$ cat config.mk
export PLATFORM = sky130hd
export DESIGN_NAME = pid_correction_unit
export DESIGN_NICKNAME = d
export VERILOG_FILES = /design/src/rtl/pid_pkg.sv /design/src/rtl/sat_signed.sv /design/src/rtl/pid_correction_unit.sv
export SDC_FILE = /design/constraint.sdc
export NUM_CORES = 1
export LEC_CHECK = 0
export BUFFER_PORTS_ARGS = -buffer_cell sky130_fd_sc_hd__buf_2
export CAP_MARGIN = 10
export CORE_MARGIN = 8
export CORE_UTILIZATION = 58
export CTS_CLUSTER_SIZE = 14
export DETAILED_ROUTE_END_ITERATION = 12
export GPL_ROUTABILITY_DRIVEN = 0
export PLACE_DENSITY = 0.79
export SLEW_MARGIN = 10
export SYNTH_ARGS = -nofsm -noshare
export SYNTH_HDL_FRONTEND = slang
export SYNTH_HIERARCHICAL = 1
export SYNTH_SLANG_ARGS = --single-unit
$ cat constraint.sdc
create_clock -name clk_in -period 7.72 [get_ports clk_in]
set_input_delay 0.386 -clock clk_in [delete_from_list [all_inputs] [get_ports clk_in]]
set_output_delay 0.386 -clock clk_in [all_outputs]
set_load 0.01 [all_outputs]
$ cat src/rtl/pid_pkg.sv
// Shared types and default widths for the PID, adder and PWM stages.
package pid_pkg;
  typedef enum logic [2:0] {IDLE, MUL_P, MUL_I, MUL_D, OUT} pid_state_t;

  localparam int PID_UNSIGNED_WIDTH = 8;
  localparam int PID_ERR_WIDTH      = 12;
  localparam int PID_GAIN_WIDTH     = 8;
  localparam int PID_FRAC_BITS      = 4;
  localparam int PID_INT_WIDTH      = 16;

  function automatic int imax(input int a, input int b);
    return (a > b) ? a : b;
  endfunction
endpackage

$ cat src/rtl/sat_signed.sv
// Signed saturator: clamps IN_WIDTH to the OUT_WIDTH two's-complement range.
module sat_signed #(
  parameter int IN_WIDTH  = 17,
  parameter int OUT_WIDTH = 16
) (
  input  logic signed [IN_WIDTH-1:0]  din,
  output logic signed [OUT_WIDTH-1:0] dout,
  output logic                        sat_hi,
  output logic                        sat_lo
);
  // Value fits only when every bit above the output sign bit matches it.
  logic [IN_WIDTH-OUT_WIDTH:0] top;

  assign top    = din[IN_WIDTH-1:OUT_WIDTH-1];
  assign sat_hi = !din[IN_WIDTH-1] && (|top);
  assign sat_lo =  din[IN_WIDTH-1] && !(&top);

  always_comb begin
    dout = din[OUT_WIDTH-1:0];
    if (sat_hi)      dout = {1'b0, {(OUT_WIDTH-1){1'b1}}};
    else if (sat_lo) dout = {1'b1, {(OUT_WIDTH-1){1'b0}}};
  end
endmodule

$ cat src/rtl/pid_correction_unit.sv
// PID steering correction with one shared multiplier sequenced over P, I, D.
// Build option: PID_ANTI_WINDUP_EN holds the integrator while the output is pinned.
module pid_correction_unit
  import pid_pkg::*;
#(
  parameter int UNSIGNED_WIDTH = PID_UNSIGNED_WIDTH,
  parameter int ERR_WIDTH      = PID_ERR_WIDTH,
  parameter int GAIN_WIDTH     = PID_GAIN_WIDTH,
  parameter int FRAC_BITS      = PID_FRAC_BITS,
  parameter int INT_WIDTH      = PID_INT_WIDTH
) (
  input  logic                          clk_in,
  input  logic                          reset_in,
  input  logic                          sample_valid_in,
  input  logic signed [ERR_WIDTH-1:0]   error_in,
  input  logic [GAIN_WIDTH-1:0]         kp_in,
  input  logic [GAIN_WIDTH-1:0]         ki_in,
  input  logic [GAIN_WIDTH-1:0]         kd_in,
  output logic                          busy_out,
  output logic signed [UNSIGNED_WIDTH:0] correction_out,
  output logic                          correction_valid_out,
  output logic                          overrun_out
);
  localparam int DIFF_W = ERR_WIDTH + 1;
  localparam int OPB_W  = imax(INT_WIDTH, DIFF_W);
  localparam int PROD_W = GAIN_WIDTH + 1 + OPB_W;
  localparam int ACC_W  = imax(GAIN_WIDTH + INT_WIDTH, GAIN_WIDTH + ERR_WIDTH + 1) + 3;
  localparam int OUT_W  = UNSIGNED_WIDTH + 1;

  pid_state_t state, next_state;

  logic signed [ERR_WIDTH-1:0] err_q, prev_err;
  logic [GAIN_WIDTH-1:0]       kp_q, ki_q, kd_q;
  logic signed [DIFF_W-1:0]    diff_q, diff_next;
  logic signed [INT_WIDTH-1:0] integ, integ_sat;
  logic signed [INT_WIDTH:0]   integ_sum;
  logic signed [ACC_W-1:0]     acc, acc_term, acc_shift;
  logic signed [GAIN_WIDTH:0]  mul_a;
  logic signed [OPB_W-1:0]     mul_b;
  logic signed [PROD_W-1:0]    prod;
  logic signed [OUT_W-1:0]     out_sat;
  logic                        out_hi, out_lo, sat_hi_q, sat_lo_q, windup_hold;
  logic                        int_sat_unused_hi, int_sat_unused_lo;

  assign diff_next = DIFF_W'(error_in) - DIFF_W'(prev_err);
  assign integ_sum = (INT_WIDTH+1)'(integ) + (INT_WIDTH+1)'(error_in);
  assign busy_out  = (state != IDLE);

`ifdef PID_ANTI_WINDUP_EN
  assign windup_hold = (sat_hi_q && !error_in[ERR_WIDTH-1] && (|error_in)) ||
                       (sat_lo_q &&  error_in[ERR_WIDTH-1]);
`else
  logic sat_flags_unused;
  assign sat_flags_unused = sat_hi_q ^ sat_lo_q;
  assign windup_hold      = 1'b0;
`endif

  sat_signed #(.IN_WIDTH(INT_WIDTH+1), .OUT_WIDTH(INT_WIDTH)) u_sat_int (
    .din(integ_sum), .dout(integ_sat), .sat_hi(int_sat_unused_hi), .sat_lo(int_sat_unused_lo)
  );

  sat_signed #(.IN_WIDTH(ACC_W), .OUT_WIDTH(OUT_W)) u_sat_out (
    .din(acc_shift), .dout(out_sat), .sat_hi(out_hi), .sat_lo(out_lo)
  );

  // Shared multiplier: gain operand is zero-extended so the product stays signed.
  always_comb begin
    mul_a = '0;
    mul_b = '0;
    case (state)
      MUL_P: begin mul_a = {1'b0, kp_q}; mul_b = OPB_W'(err_q);  end
      MUL_I: begin mul_a = {1'b0, ki_q}; mul_b = OPB_W'(integ);  end
      MUL_D: begin mul_a = {1'b0, kd_q}; mul_b = OPB_W'(diff_q); end
      default: ;
    endcase
  end

  assign prod      = PROD_W'(mul_a) * PROD_W'(mul_b);
  assign acc_term  = ACC_W'(prod);
  assign acc_shift = acc >>> FRAC_BITS;

  always_ff @(posedge clk_in) begin
    if (reset_in) state <= IDLE;
    else          state <= next_state;
  end

  always_comb begin
    next_state = state;
    case (state)
      IDLE:    if (sample_valid_in) next_state = MUL_P;
      MUL_P:   next_state = MUL_I;
      MUL_I:   next_state = MUL_D;
      MUL_D:   next_state = OUT;
      OUT:     next_state = IDLE;
      default: next_state = IDLE;
    endcase
  end

  always_ff @(posedge clk_in) begin
    if (reset_in) begin
      err_q                <= '0;
      prev_err             <= '0;
      kp_q                 <= '0;
      ki_q                 <= '0;
      kd_q                 <= '0;
      diff_q               <= '0;
      integ                <= '0;
      acc                  <= '0;
      correction_out       <= '0;
      correction_valid_out <= 1'b0;
      sat_hi_q             <= 1'b0;
      sat_lo_q             <= 1'b0;
      overrun_out          <= 1'b0;
    end else begin
      correction_valid_out <= 1'b0;
      if (sample_valid_in && state != IDLE) overrun_out <= 1'b1;
      case (state)
        IDLE: if (sample_valid_in) begin
          err_q    <= error_in;
          kp_q     <= kp_in;
          ki_q     <= ki_in;
          kd_q     <= kd_in;
          diff_q   <= diff_next;
          prev_err <= error_in;
          if (!windup_hold) integ <= integ_sat;
        end
        MUL_P:        acc <= acc_term;
        MUL_I, MUL_D: acc <= acc + acc_term;
        OUT: begin
          correction_out       <= out_sat;
          correction_valid_out <= 1'b1;
          sat_hi_q             <= out_hi;
          sat_lo_q             <= out_lo;
        end
        default: ;
      endcase
    end
  end
endmodule

==> results of run 1 <==
state kept, by name, indices dropped and copies added (netlist names):
register,cells
acc,27
diff_q,13
overrun_out,1
ki_q,8
correction_valid_out,1
prev_err,12
integ,16
kd_q,8
correction_out,9
kp_q,8
state,3
power groups by stage:
| stage | registers, mW | logic [mW] | clock network [mW] |
|---|---|---|---|
| after global routing | 0.651 | 0.620 | 0.492 |
| after CTS | 0.643 | 0.546 | 0.472 |
| after global placement | 0.654 | 0.526 | 0 |
| final | 0.644 | 0.558 | 0.462 |
| after floorplan | 0.639 | 0.434 | 0 |
| after detailed placement | 0.655 | 0.541 | 0 |
layer usage:
metal / wire length [um] / share of wire (%)
met5: 0 / 0
met4: 861 / 3.0
met3: 1550 / 5.4
met2: 13600 / 47
met1: 12900 / 45
final timing paths:
kind	depth (start not counted)	to	slack [ns]
worst max-delay path	29	acc[22]$_SDFFE_PP0N_	0.40
worst min-delay path	3	ki_q[7]$_SDFFE_PP0P_	0.24
worst max register to register	29	acc[22]$_SDFFE_PP0N_	0.40
worst min register to register	2	correction_out[6]$_SDFFE_PP0P_	0.45
worst max-delay path: cells and delay by family (launching register included):
| kind | cells | cell delay (ns) |
|---|---|---|
| fa+ha+maj | 6 | 2.74 |
| xor+xnor | 2 | 0.25 |
| flops | 1 | 0.37 |
| compound gates | 10 | 2.17 |
| simple gates | 5 | 0.99 |
| buf+inv | 6 | 0.67 |
layout make-up:
| type | instances | area [um^2] | area share, % |
|---|---|---|---|
| Timing Repair Buffer | 81 | 514 | 4.00 |
| Multi-Input combinational cell | 1191 | 8870 | 68.9 |
| Clock inverter | 6 | 46.3 | 0.360 |
| Tap cell | 270 | 338 | 2.62 |
| Inverter | 195 | 741 | 5.76 |
| Clock buffer | 10 | 239 | 1.86 |
| Sequential cell | 106 | 2130 | 16.5 |
timing repair:
action,4_1_cts,5_1_grt
setup endpoints to repair,0,6
buffers inserted,0,5
gates resized for setup,0,14
per-stage QoR:
stage	setup slack, ns	hold slack, ns
2_1_floorplan	0.217	0.432
3_3_place_gp	0.334	0.439
3_5_place_dp	0.162	0.445
4_1_cts	0.146	0.238
5_1_grt	-0.00606	0.249
6_report	0.402	0.245
cell usage in the layout (no fill, tap or decap), types with 8 or more instances in the layout:
cell type,count
nor2_1,134
a22oi_1,9
a31oi_1,11
nand2b_1,9
inv_1,192
a21o_1,46
nand3_1,19
a211oi_1,13
buf_2,49
nor3_1,35
a21oi_1,138
maj3_2,9
clkbuf_16,9
nand2_1,272
fa_1,104
mux2i_1,8
o21ai_0,44
or2_2,10
dfxtp_1,103
o211ai_1,8
buf_4,29
xor2_1,15
ha_1,109
nor2b_1,11
xnor2_1,36
and3_1,12
==> impl_metrics.yaml, run 1 <==
outcome:
  status: "finished, final reports clean"
power:
  netSwitchingPower_uw: 608
  vdd_drop_max_mv: 0.126
  cellPowerDensity_nw_per_um2: 129
  p_leak_nw: 6.19
  p_int_mw: 1.06
  power.share.clock_pct: 27.8
  switching_share_pct: 36.5
  total_power_mw: 1.66
  p_seq_share_pct: 38.7
  combPwrFrac_pct: 33.5
global_routing:
  antenna_found_initial: 0
  grt_use_total_pct: 23.0
  grt_max_degree: 69
  met2_usage_pct: 38.8
  busiest_layer: "met2"
  grt_util_met1_pct: 28.8
  grt_pass1_vias: 10689
  gr-total-overflow: 0
  met3_usage_pct: 3.98
  grt_pass1_wl_mm: 49.9
route:
  drtPass1Iterations: 5
  post_drt_wl_per_cell_um: 15.6
  drc: 0
  num_vias: 10521
  drtIter0Drc: 718
  viasPerCell: 5.66
  drtAntennaViolNets: 0
  wl_mm: 28.9
clock_network:
  cts_tree: "done"
  max-clock-path-buffers: 2
  cts-root-buf: "clkbuf_16"
  insertion_delay_ns: 0.37
  cts_max_level: 3
  cts_buffers: 9
  cts_hold_buf: 0
  cts_sinks: 106
  clkTransAtPathRegs_ns: 0.08
setup_path:
  cp.arrival_ns: 7.58
  worstSetupStartpoint: "state[0]$_SDFFE_PP0P_"
  timing.rr.start: "state[0]$_SDFFE_PP0P_"
  critPathRequiredTime_ns: 7.98
  cp_slowest_stage_delay_ns: 0.54
  crit_path_frequent_cell: "fa_1"
  end_kind: "flop"
  cp-start-kind: "flop"
  worst-setup-path-type: "reg -> reg"
  slowest_stage: "fa_1"
  path_max_fanout: 30
placement:
  dp_hpwl_mm: 22.4
  post_dp_cell_area_um2: 12500
  placed_cells: 1838
  numPortBuffers: 50
min_path:
  hp-start: "ki_in[7]"
  hp-class: "in -> reg"
cells_and_area:
  antenna_cells: 0
  nets: 1837
  drive_gt1_share_pct: 10.0
  fin_util_pct: 63.4
  filler_cell_count: 1782
  stdcell_area_um2: 12900
  fin_cells: 1859
  area_growth_pct: 7.25
timing:
  min_period_over_period_pct: 94.8
  finalHoldViolCount: 0
  maxSlewViolCount: 0
  fin_crit_ns: 7.32
  fin_setup_tns_ns: 0
  worst_pin_slew_ns: 1.19
  slew_headroom_pct: 21.0
  setup_viol: 0
  final.setup_skew_ns: 0.00954
  max_freq_mhz: 137
floorplan:
  rows: 52
  io-pin-count: 51
  start_util_pct: 59.1
  core_region_area_um2: 20300
  die_x_um: 160
  die_y_um: 160
  fp.dieArea_um2: 25500
yosys:
  syn_nets: 1813
  synth_warnings: 6
  synth_area_um2: 12000
  syn-mean-instance-area_um2: 7.69
  netlist_instances: 1560
run:
  cap_violations: 0
No activity file was read; power rests on OpenSTA's default activity.
==> inputs of run 2 (changes only) <==
Settings changed: PLACE_DENSITY 0.79 to unset, PLACE_DENSITY_LB_ADDON set to 0.12.
==> run 2 against run 1 <==
Register-to-register slack improved by 0.07 ns. Fmax rose by 0.96%. First-iteration DRC count up 1.4%. Die area unchanged. Critical path depth is the same. Clock power grew 9.5%. Hold slack improved by 0.0091 ns. Largest power group unchanged.
==> impl_metrics.yaml, run 2 (synthesized netlist as in run 1, its figures left out) <==
timing:
  setup_viol: 0
  worst_pin_slew_ns: 1.17
  slew_headroom_pct: 22.1
  min_period_over_period_pct: 93.9
  final.setup_skew_ns: 0.00660
  fin_setup_tns_ns: 0
  fin_crit_ns: 7.25
  rsz0062_at_grt: "false"
  max_freq_mhz: 138
  maxSlewViolCount: 0
  finalHoldViolCount: 0
route:
  drc: 0
  post_drt_wl_per_cell_um: 15.5
  drtAntennaViolNets: 0
  drtIter0Drc: 728
  num_vias: 10439
  drtPass1Iterations: 5
  wl_mm: 28.8
  viasPerCell: 5.62
clock_network:
  clkTransAtPathRegs_ns: 0.08
  max-clock-path-buffers: 2
  cts-root-buf: "clkbuf_16"
  cts_buffers: 9
  cts_max_level: 3
  insertion_delay_ns: 0.36
  cts_sinks: 106
  cts_hold_buf: 0
  cts_tree: "done"
setup_path:
  path_buf_inv: 6
  reg2reg_depth: 29
  timing.rr.start: "state[1]$_SDFFE_PP0P_"
  crit_cells: 29
  path_max_fanout: 16
  worst-setup-path-type: "reg -> reg"
  cp-start-kind: "flop"
  cp_slowest_stage_delay_ns: 0.56
  reg2reg_slack_ns: 0.47
  cp_top_family: "adder cells"
  end_kind: "flop"
  cp.arrival_ns: 7.49
  critPathRequiredTime_ns: 7.96
  slowest_stage: "fa_1"
  worstSetupStartpoint: "state[1]$_SDFFE_PP0P_"
power:
  switching_share_pct: 35.7
  p_seq_share_pct: 38.0
  p_int_mw: 1.09
  p_leak_nw: 6.21
  netSwitchingPower_uw: 606
  vdd_drop_max_mv: 0.129
  combPwrFrac_pct: 32.2
  cellPowerDensity_nw_per_um2: 132
  power.share.clock_pct: 29.8
global_routing:
  grt_pass1_wl_mm: 49.2
  antenna_found_initial: 0
  gr-total-overflow: 0
  grt_use_total_pct: 22.9
  grt_max_degree: 75
  grt_pass1_vias: 10224
cells_and_area:
  reg.largest.list: "acc (27), integ (16), diff_q (13)"
  fin_cells: 1858
  final_common_cell: "nand2_1"
  regMostFlops: "acc"
  nets: 1836
  fin_util_pct: 63.5
  stdcell_area_um2: 12900
  area_growth_pct: 7.34
  largest_register_ffs: 27
  final_cell_mix: "nand2_1 (272), inv_1 (193), a21oi_1 (138)"
  antenna_cells: 0
  drive_gt1_share_pct: 9.82
  filler_cell_count: 1819
outcome:
  status: "finished, final reports clean"
floorplan:
  core_region_area_um2: 20300
  rows: 52
  die_x_um: 160
  io-pin-count: 51
  fp.dieArea_um2: 25500
  die_y_um: 160
  start_util_pct: 59.1
placement:
  dp_hpwl_mm: 22.5
  placed_cells: 1839
  numPortBuffers: 50
  post_dp_cell_area_um2: 12500
run:
  cap_violations: 0
min_path:
  whs_path_depth: 3
  hp-class: "in -> reg"
  hp-start: "ki_in[5]"
## run 2: layout make-up
| cell class | instances | area (um^2) | area share [%] |
|---|---|---|---|
| well taps | 270 | 338 | 2.62 |
| flip-flops and latches | 106 | 2120 | 16.5 |
| repair buffers | 80 | 485 | 3.77 |
| inverters | 195 | 737 | 5.72 |
| clock inverters | 6 | 78.8 | 0.612 |
| clock buffers | 10 | 239 | 1.86 |
| multi-input cells | 1191 | 8880 | 68.9 |
## run 2: path summary, 6_finish.rpt
kind / to
setup / recovery: acc[22]$_SDFFE_PP0N_
hold / removal: ki_q[5]$_SDFFE_PP0P_
setup reg to reg: acc[22]$_SDFFE_PP0N_
hold reg to reg: correction_out[2]$_SDFFE_PP0P_
## run 2: tightest hold or removal path, cell delays in order
cell and delay (ns):
buf_2 0.09, nand2_1 0.04, a21oi_1 0.05
## run 2: timing repair
action                                 in CTS  in global routing
resized for setup                           0                 14
endpoints found under the hold margin       0                  0
setup endpoints to repair                   0                  6
setup buffers                               0                  3
## run 2: metrics by stage
stage,power [mW],hold WS (ns),worst slack [ns]
floorplan,1.07,0.432,0.217
global placement,1.18,0.440,0.395
detailed placement,1.19,0.445,0.274
CTS,1.70,0.249,0.254
global route,1.80,0.259,0.00288
finish,1.70,0.254,0.471
## run 2: power by group through the flow
stage / Sequential [mW] / Combinational (mW) / Clock, mW
3_3_place_gp: 0.656 / 0.526 / 0
4_1_cts: 0.644 / 0.541 / 0.514
6_report: 0.644 / 0.547 / 0.506
3_5_place_dp: 0.656 / 0.538 / 0
5_1_grt: 0.650 / 0.616 / 0.536
2_1_floorplan: 0.639 / 0.434 / 0
## run 2: metal layers
layer	up-vias	global-route usage, %	wire [um]
met1	4971	29.4	13200
met5	-	0	0
met3	25	2.78	1360
met4	0	4.63	314
li1	5198	-	-
met2	245	40.5	14000
